==> src/rtl/cross_bar_pkg.sv <==
// cross_bar_pkg
// Shared types for the crossbar slave-side responder and its response pipe.
// Contents:
//   CB_ADDR_W / CB_DATA_W : default request address / data widths
//   cmd_e                 : request command encoding (read / write)
//   resp_state_e          : responder handshake FSM states
//   resp_entry_t          : one slot of the read-response delay line
//   resp_entry_make       : builds a delay-line entry, zeroing data when invalid
package cross_bar_pkg;

  localparam int CB_ADDR_W = 32;
  localparam int CB_DATA_W = 32;

  typedef enum logic {
    CMD_READ  = 1'b0,
    CMD_WRITE = 1'b1
  } cmd_e;

  typedef enum logic [1:0] {
    IDLE = 2'd0,
    WAIT = 2'd1,
    ACK  = 2'd2
  } resp_state_e;

  typedef struct packed {
    logic                 valid;
    logic [CB_DATA_W-1:0] data;
  } resp_entry_t;

  // Empty slots always carry zero data so the pipe output can drive rdata
  // directly and still read as 0 in idle cycles.
  function automatic resp_entry_t resp_entry_make(input logic valid,
                                                  input logic [CB_DATA_W-1:0] data);
    resp_entry_t e;
    e.valid = valid;
    if (valid) begin
      e.data = data;
    end else begin
      e.data = {CB_DATA_W{1'b0}};
    end
    return e;
  endfunction

endpackage

==> src/rtl/cross_bar_resp_delay_line.sv <==
// cross_bar_resp_delay_line
// Fixed-latency shift register of resp_entry_t. An entry written on one edge
// appears at out_entry STAGES edges later. Accepts one entry per cycle and
// never stalls. Async active-low reset empties every stage.
// Ports:
//   clk       in  system clock, rising edge
//   rst_n     in  asynchronous active-low reset
//   in_entry  in  entry pushed at every rising edge
//   out_entry out entry from the last stage (registered)
module cross_bar_resp_delay_line
  import cross_bar_pkg::*;
#(
  parameter int STAGES = 2
) (
  input  logic        clk,
  input  logic        rst_n,
  input  resp_entry_t in_entry,
  output resp_entry_t out_entry
);

  resp_entry_t stage_r [STAGES];

  // Shift entries one stage per cycle; reset drops everything in flight.
  always_ff @(posedge clk or negedge rst_n) begin
    if (!rst_n) begin
      for (int i = 0; i < STAGES; i++) begin
        stage_r[i] <= '0;
      end
    end else begin
      stage_r[0] <= in_entry;
      for (int i = 1; i < STAGES; i++) begin
        stage_r[i] <= stage_r[i-1];
      end
    end
  end

  assign out_entry = stage_r[STAGES-1];

endmodule

==> src/rtl/cross_bar_slave_responder.sv <==
// cross_bar_slave_responder
// Memory-backed responder for one slave port of the 4x4 crossbar. Requests
// are acknowledged ACK_DELAY cycles after req is first sampled high; writes
// update the scratch RAM at the accept edge, reads are returned RESP_DELAY
// cycles after the ack cycle through a fixed-latency pipe. Violations of the
// hold-until-accept rule raise a sticky proto_err.
// Ports:
//   clk       in  1       system clock, rising edge
//   rst_n     in  1       asynchronous active-low reset
//   req       in  1       request valid
//   addr      in  ADDR_W  byte address; only the word-index bits are used
//   cmd       in  1       0 = read, 1 = write
//   wdata     in  DATA_W  write data
//   ack       out 1       request accepted (one-cycle registered pulse)
//   resp      out 1       read response valid (one-cycle pulse)
//   rdata     out DATA_W  read data, zero whenever resp is low
//   proto_err out 1       sticky protocol-violation flag
module cross_bar_slave_responder
  import cross_bar_pkg::*;
#(
  parameter int ADDR_W     = CB_ADDR_W,
  parameter int DATA_W     = CB_DATA_W,
  parameter int DEPTH      = 16,
  parameter int ADDR_LSB   = 2,
  parameter int ACK_DELAY  = 1,
  parameter int RESP_DELAY = 2
) (
  input  logic              clk,
  input  logic              rst_n,
  input  logic              req,
  input  logic [ADDR_W-1:0] addr,
  input  logic              cmd,
  input  logic [DATA_W-1:0] wdata,
  output logic              ack,
  output logic              resp,
  output logic [DATA_W-1:0] rdata,
  output logic              proto_err
);

  localparam int IDX_W = $clog2(DEPTH);
  // Counter only needs to reach ACK_DELAY-1.
  localparam int CNT_W = (ACK_DELAY > 1) ? $clog2(ACK_DELAY) : 1;

  resp_state_e       state_r;
  logic [CNT_W-1:0]  cnt_r;
  logic [ADDR_W-1:0] cap_addr_r;
  cmd_e              cap_cmd_r;
  logic [DATA_W-1:0] cap_wdata_r;
  logic              ack_r;
  logic              err_r;
  logic [DATA_W-1:0] mem_r [DEPTH];

  cmd_e              cmd_s;
  logic [IDX_W-1:0]  cap_idx_s;
  logic              accept_s;
  logic              mismatch_s;
  resp_entry_t       push_s;
  resp_entry_t       pop_s;

  assign cmd_s      = cmd_e'(cmd);
  assign cap_idx_s  = cap_addr_r[ADDR_LSB +: IDX_W];
  assign accept_s   = req & ack_r;
  assign mismatch_s = (addr != cap_addr_r) || (cmd_s != cap_cmd_r) ||
                      (wdata != cap_wdata_r);

  // Handshake FSM: captures the request, counts the ack delay, raises the
  // registered ack for one cycle and flags hold-rule violations.
  always_ff @(posedge clk or negedge rst_n) begin
    if (!rst_n) begin
      state_r     <= IDLE;
      cnt_r       <= {CNT_W{1'b0}};
      cap_addr_r  <= {ADDR_W{1'b0}};
      cap_cmd_r   <= CMD_READ;
      cap_wdata_r <= {DATA_W{1'b0}};
      ack_r       <= 1'b0;
      err_r       <= 1'b0;
    end else begin
      case (state_r)
        IDLE: begin
          ack_r <= 1'b0;
          if (req) begin
            cap_addr_r  <= addr;
            cap_cmd_r   <= cmd_s;
            cap_wdata_r <= wdata;
            if (ACK_DELAY == 1) begin
              state_r <= ACK;
              ack_r   <= 1'b1;
            end else begin
              state_r <= WAIT;
              cnt_r   <= CNT_W'(1);
            end
          end else begin
            state_r <= IDLE;
          end
        end
        WAIT: begin
          if (!req) begin
            // Request withdrawn before accept: abandon it.
            err_r   <= 1'b1;
            state_r <= IDLE;
            ack_r   <= 1'b0;
            cnt_r   <= {CNT_W{1'b0}};
          end else begin
            // A changed request is flagged but the original capture is kept
            // and the ack countdown continues.
            if (mismatch_s) begin
              err_r <= 1'b1;
            end
            if (cnt_r == CNT_W'(ACK_DELAY - 1)) begin
              state_r <= ACK;
              ack_r   <= 1'b1;
            end else begin
              cnt_r <= cnt_r + CNT_W'(1);
            end
          end
        end
        ACK: begin
          state_r <= IDLE;
          ack_r   <= 1'b0;
        end
        default: begin
          state_r <= IDLE;
          ack_r   <= 1'b0;
        end
      endcase
    end
  end

  // Scratch RAM: cleared on reset, written with the captured data at the
  // accept edge of a write.
  always_ff @(posedge clk or negedge rst_n) begin
    if (!rst_n) begin
      for (int i = 0; i < DEPTH; i++) begin
        mem_r[i] <= {DATA_W{1'b0}};
      end
    end else if (accept_s && (cap_cmd_r == CMD_WRITE)) begin
      mem_r[cap_idx_s] <= cap_wdata_r;
    end
  end

  // Read entry entering the response pipe; empty (zero) in every other cycle.
  always_comb begin
    push_s = '0;
    if (accept_s && (cap_cmd_r == CMD_READ)) begin
      push_s = resp_entry_make(1'b1, CB_DATA_W'(mem_r[cap_idx_s]));
    end else begin
      push_s = resp_entry_make(1'b0, {CB_DATA_W{1'b0}});
    end
  end

  cross_bar_resp_delay_line #(
    .STAGES (RESP_DELAY)
  ) u_delay (
    .clk       (clk),
    .rst_n     (rst_n),
    .in_entry  (push_s),
    .out_entry (pop_s)
  );

  assign ack       = ack_r;
  assign proto_err = err_r;
  assign resp      = pop_s.valid;
  assign rdata     = DATA_W'(pop_s.data);

endmodule

==> config.mk <==
export PLATFORM = sky130hd
export DESIGN_NAME = cross_bar_slave_responder
export DESIGN_NICKNAME = d
export VERILOG_FILES = /design/src/rtl/cross_bar_pkg.sv /design/src/rtl/cross_bar_resp_delay_line.sv /design/src/rtl/cross_bar_slave_responder.sv
export SDC_FILE = /design/constraint.sdc
export NUM_CORES = 1
export LEC_CHECK = 0
export ABC_AREA = 1
export CORE_MARGIN = 8
export CORE_UTILIZATION = 40
export CTS_CLUSTER_DIAMETER = 40
export DETAILED_ROUTE_END_ITERATION = 10
export SLEW_MARGIN = 20
export SYNTH_ARGS = -nofsm -noshare
export SYNTH_HDL_FRONTEND = slang
export SYNTH_HIERARCHICAL = 1
export SYNTH_SLANG_ARGS = --single-unit
==> constraint.sdc <==
create_clock -name clk -period 1.9 [get_ports clk]
set_input_delay 0.19 -clock clk [delete_from_list [all_inputs] [get_ports clk]]
set_output_delay 0.19 -clock clk [all_outputs]
set_load 0.01 [all_outputs]
# After elaboration in Yosys (flattened, before gate mapping)
# Index checks and enable logic that the tools add are counted.
word_totals:
  inputBits: 68
  out_inout_bits: 35
  reg_bits: 648
  wordCells: 66
classes:
  n_bitwise: 3
  eq_ne: 6
  muxes: 19
  n_lt_le_gt_ge: 2
  n_addsub: 1
  n_reduce_logical: 8
op_table:
  columns: ["operator", "count"]
  rows:
  - ["512-bit bitwise mux", 1]
  - ["32-bit binary-select mux with 4-bit select", 1]
  - ["32-bit demux with 4-bit select", 1]
  - ["32-bit 2-to-1 mux", 3]
  - ["32-bit inequality test", 2]
  - ["33-bit 2-to-1 mux", 1]
  - ["1-bit 2-to-1 mux", 7]
  - ["2-bit 2-to-1 mux", 3]
  - ["5-bit greater-or-equal comparator (second input constant)", 1]
  - ["5-bit by 1-bit less-than comparator with 1-bit output (second input constant)", 1]
  - ["4-bit NOT with 5-bit output", 1]
  - ["2-bit case mux with 2 select lines", 1]
  - ["2-bit AND reduction", 2]
  - ["1-bit logical AND", 3]
  - ["3-bit inequality test (second input constant)", 1]
  - ["2-bit by 1-bit equality test with 1-bit output (second input constant)", 1]
  - ["2-bit logical NOT", 1]
  - ["1-bit logical OR", 2]
  - ["2-bit by 1-bit inequality test with 1-bit output (second input constant)", 1]
  - ["1-bit case mux with 2 select lines", 1]
  - ["1-bit adder (second input constant)", 1]
  - ["1-bit bitwise AND", 1]
  - ["1-bit inequality test", 1]
  - ["1-bit NOT", 1]

# Logic depth before layout (Yosys ltp)
depth:
  depth_word: 6
  ltp_mapped: 12
  depth_no_buf: 9

# Cells and area by module
# The synthesis kept the hierarchy.
modules_own_cells:
  columns: ["module", "n_inst", "seq_area_each_um2", "area_each_um2", "cells_each"]
  rows:
  - ["cross_bar_slave_responder", 1, 13763.2, 25194.2, 3365]
  - ["cross_bar_resp_delay_line", 1, 1651.6, 1899.3, 99]

# Worst setup path before layout
# No wires, ideal clock.
synth_timing:
  kind: "reg2reg"
  startpoint: "register ack_r, in the netlist ack"
  endpoint: "register mem_r[387] (netlist name)"
  slack_ns: 0.330
  setup_time_ns: 0.133
  n_path_buf: 3
  t_arrival_ns: 1.437
  period_less_slack_ns: 1.570
  required_time_ns: 1.767
  stages_incl_launch_ff: 8
  path_cell_list: "dfrtp_1 -> and3_1 -> buf_4 -> buf_4 -> nand4_2 -> clkbuf_1 -> nand2_1 -> o21ai_0"
synth_via:
  elab_chain_len: 2
synth_rtl:
  columns: ["item", "line", "source"]
  rows:
  - ["start, declared", "cross_bar_slave_responder.sv:49", "logic ack_r;"]
  - ["start signal, assigned", "cross_bar_slave_responder.sv:75", "ack_r <= 1'b0;"]
  - ["start signal, assigned", "cross_bar_slave_responder.sv:80", "ack_r <= 1'b0;"]
  - ["start signal, assigned", "cross_bar_slave_responder.sv:87", "ack_r <= 1'b1;"]
  - ["1-bit bitwise AND", "cross_bar_slave_responder.sv:62", "assign accept_s = req & ack_r;"]
  - ["1-bit logical AND", "cross_bar_slave_responder.sv:136", "end else if (accept_s && (cap_cmd_r == CMD_WRITE)) begin"]
  - ["end signal, assigned by index", "cross_bar_slave_responder.sv:134", "mem_r[i] <= {DATA_W{1'b0}};"]
  - ["end signal, assigned by index", "cross_bar_slave_responder.sv:137", "mem_r[cap_idx_s] <= cap_wdata_r;"]
  - ["end, declared", "cross_bar_slave_responder.sv:51", "logic [DATA_W-1:0] mem_r [DEPTH];"]
# No other way between the ends.
# A chain may end at the register's enable or synchronous reset.

==> run summary <==
The flow ran to the end, and the final reports show no timing, DRC or antenna violations. The overall fraction of global-route tracks in use was 0.197; the global route total overflow was 0. The area inside the core boundary was 0.0672 mm^2; the clock edge transition at the registers on the reported setup and hold paths was 60 ps.

Initial antenna violation count: 1. The number of port buffers was 73; the final-stage net count was 3,571. The full die area is 0.0763 mm^2. The clock net in this run drives a total of 616 sinks.

The switching power share of the total came out at 0.279. The largest fanout on the critical path works out to 38. Highest metal layer used by the detailed router: met4.

OpenSTA, run right after detailed placement, puts the worst setup slack at -19.4 ps. Yosys printed 6 warnings. Buffers added to address setup during post-CTS repair amount to 0. The netlist uses 18 different library cells. STA classifies the critical path endpoint as a register. The HPWL after detailed placement is 45,400 um. The logs give 33,600 um for the met2 wirelength from detailed routing and 97 for the clock buffer count from CTS. By area the synthesized netlist is led by dfrtp_1 57%, nand2_1 26%, o21ai_0 9.9%, clkbuf_1 2.6%, buf_4 1.0%.

The fraction of final layout cells with drive strength greater than 1 is 0.0954. Commonest non-fill, non-tap cell in the layout: nand2_1. Tracing the worst setup path back leads to its startpoint at cap_addr_r[2]. In this run the vertical extent of the chip is 276 um. The share of the clock period used by the worst path is 0.967, and the count of final hold-check violations is 0. The top cell types in the final layout, fill and taps aside, are 1,899 x nand2_1, 613 x dfrtp_1, 535 x o21ai_0.

Clock tree synthesis selected as its root buffer the cell clkbuf_16. The worst register-to-register path has a depth of 11. The tools report the sort of element at the start of the critical path as a register. After detailed routing, the number of remaining DRC violations is 0. The minimum period implied by the final worst setup slack is 1840 ps, and the worst supply voltage drop on vdd is 0.666 mV. The sequential power share was 0.391; the wire length of the first global-routing pass was 122,000 um. For the worst setup path, the data required time is 2460 ps. TritonCTS built the clock tree. For this block, the routed nets add up to 75,000 um of wire. The least setup slack across all paths after layout is 62.1 ps. For the number of iterations in the first detailed-routing pass, the log shows 7.

The average routed wire per standard cell was 16.8 um. Area share of the leading cell type in the synthesized netlist: 0.569. For this block, wires on met1 add up to 35,300 um. The cell accounting for the most synthesized area is dfrtp_1. The number of max-slew violations in the final report was 0.

The worst path arrival time is 2400 ps. The worst register-to-register path begins at cap_addr_r[2]. Registers take 0.0154 mm^2. The critical path capture point was u_delay/stage_r[49]. At the later pin of the worst-skew pair, clock insertion delay measures 630 ps. The routed layout has 22,000 vias. The slew of the pin with the lowest slew margin works out to 661 ps. The type of the setup path with the least slack was register to register. The run gives 21,600 as the via count of the first global-routing pass.

Setup repair after global routing could not meet its margin everywhere. The average via count per standard cell was 4.93; the power per cell area was 1190 mW/mm^2. The fraction of power consumed by combinational cells was 0.138; the buffer levels on the longest clock path was 3. The H-tree was split into 3 levels. Setup violations remaining at the end of the flow were counted as 0.

On the final layout, the worst clock skew is 21.2 ps. The synthesized instance count is 3,464. Based on the critical path, the design can be clocked at up to 544 MHz. Number of top-level pins: 103. The end of the worst register-to-register path was u_delay/stage_r[49]. The logs give 0 for the number of antenna cells inserted and 4300 um for the length of routed met3 wiring. The layout has 6,435 filler cells.

The run gives 0.403 as the starting utilization of the core area. The clock network fraction of total power is 0.470, and the number of maximum-capacitance constraint violations is 0. From synthesis to final layout, the design area changed by 22.7%. The run gives 3,532 as the synthesized net count.

Path category of the worst min-delay check: input pin to async pin. In the final layout, the multi-input gates occupy 0.0104 mm^2. The run gives 28,600 uW as the internal power of the cells. Entering global routing, the biggest net connects 78 pins. The initial detailed-routing violation count is 1,669, and the floorplan row count is 95.

The sequential cell area fraction in the yosys report came out at 0.569. For the post-synthesis instance area, the log shows 0.0271 mm^2. Die outline width: 276 um. Once detail routing completed, the nets flagged for antenna violations numbered 0. The logs give 0.559 for the worst slew margin relative to its limit and 0.0167 uW for the leakage power.

Routability-driven placement finished with a final weighted congestion of 0.776. After routing, the total negative slack on setup checks comes to 0 ps. After synthesis, the mean cell area works out to 7.82 um^2.

The setup check on the worst reg-to-reg path leaves a slack of 60 ps. Synthesis inferred 616 register bits. The analysis attributes to net switching a power of 11,100 uW.
-- worst max-delay path, stage by stage, from the launching register on --
cell and delay, ps:
dfrtp_4 550, inv_8 200, buf_16 250, buf_12 200
nand2_1 60, nand2_1 60, nand2_1 50, nand2_1 70
nand2_1 70, nand2_1 70, nor2_1 50, nor2_1 90
-- flip-flops by register name, indices dropped and copies added (netlist names) --
register           cells
mem_r                512
u_delay/out_entry     33
cap_cmd_r              1
cap_wdata_r           32
ack                    1
cap_addr_r             4
u_delay/stage_r       33
-- power groups by stage --
stage | Sequential, uW | Combinational [uW] | Clock [uW]
global route | 15700 | 6290 | 19600
global placement | 15700 | 5440 | 0
CTS | 15500 | 5560 | 19000
floorplan | 15500 | 3340 | 0
detailed placement | 15700 | 5540 | 0
finish | 15500 | 5500 | 18700
-- cells by family (layout without fill, tap and decap cells) --
group / after synthesis / after routing / synth area share
simple gates: 1986 / 1986 / 0.279
flops: 616 / 616 / 0.569
compound gates: 547 / 547 / 0.101
buf+inv: 314 / 434 / 0.0504
other cells: 1 / 1 / 0.000138
-- synth_stat cells --
library cell  number
nand4_1            2
inv_2              3
buf_4             37
nor2_1            67
conb_1             1
nand2_1         1899
dfrtp_1          616
nor2_2             2
inv_1             38
o21ai_1           12
nand3_2            8
nor3_1             1
o21ai_0          535
buf_1              9
nand4_2            6
and3_1             1
buf_2             39
clkbuf_1         188
-- layout make-up --
class                      instances  area share
sequential                       616       0.464
multi-input combinational       2534       0.314
timing repair buffer             213      0.0800
clock buffer                     111      0.0767
tap                              873      0.0328
clock inverter                    69      0.0282
inverter                          41     0.00493
-- stage by stage --
stage | hold slack, ps | util | cell area (um^2) | total power (uW) | instances
floorplan | -106 | - | 27100 | 18900 | 3464
global placement | 91.1 | 0.443 | 29700 | 21200 | 4276
detailed placement | 96.2 | 0.443 | 29700 | 21300 | 4276
CTS | 24.4 | 0.495 | 33200 | 40100 | 4457
global route | 60.3 | 0.495 | 33300 | 41700 | 4457
finish | 49.5 | 0.495 | 33300 | 39700 | 4457
-- how the worst min path moves through the flow --
stage,endpoint,depth (start not counted),from
2_1_floorplan,ack,0,rst_n
3_3_place_gp,cap_wdata_r[28],1,rst_n
3_5_place_dp,mem_r[252],1,rst_n
4_1_cts,mem_r[28],2,rst_n
5_1_grt,mem_r[28],2,rst_n
6_report,mem_r[28],2,rst_n
-- metal layers --
layer | global-route usage | up-vias
li1 | - | 10900
met1 | 0.274 | 10400
met2 | 0.312 | 541
met3 | 0.0355 | 116
met4 | 0.0661 | 0
met5 | 0 | -
-- timing repair --
action	in CTS	in global routing
gates resized for setup	0	7
hold buffers	1	0
setup endpoints to repair	0	84
endpoints found under the hold margin	279	0
Note: power is estimated with default switching activity, not from simulation.
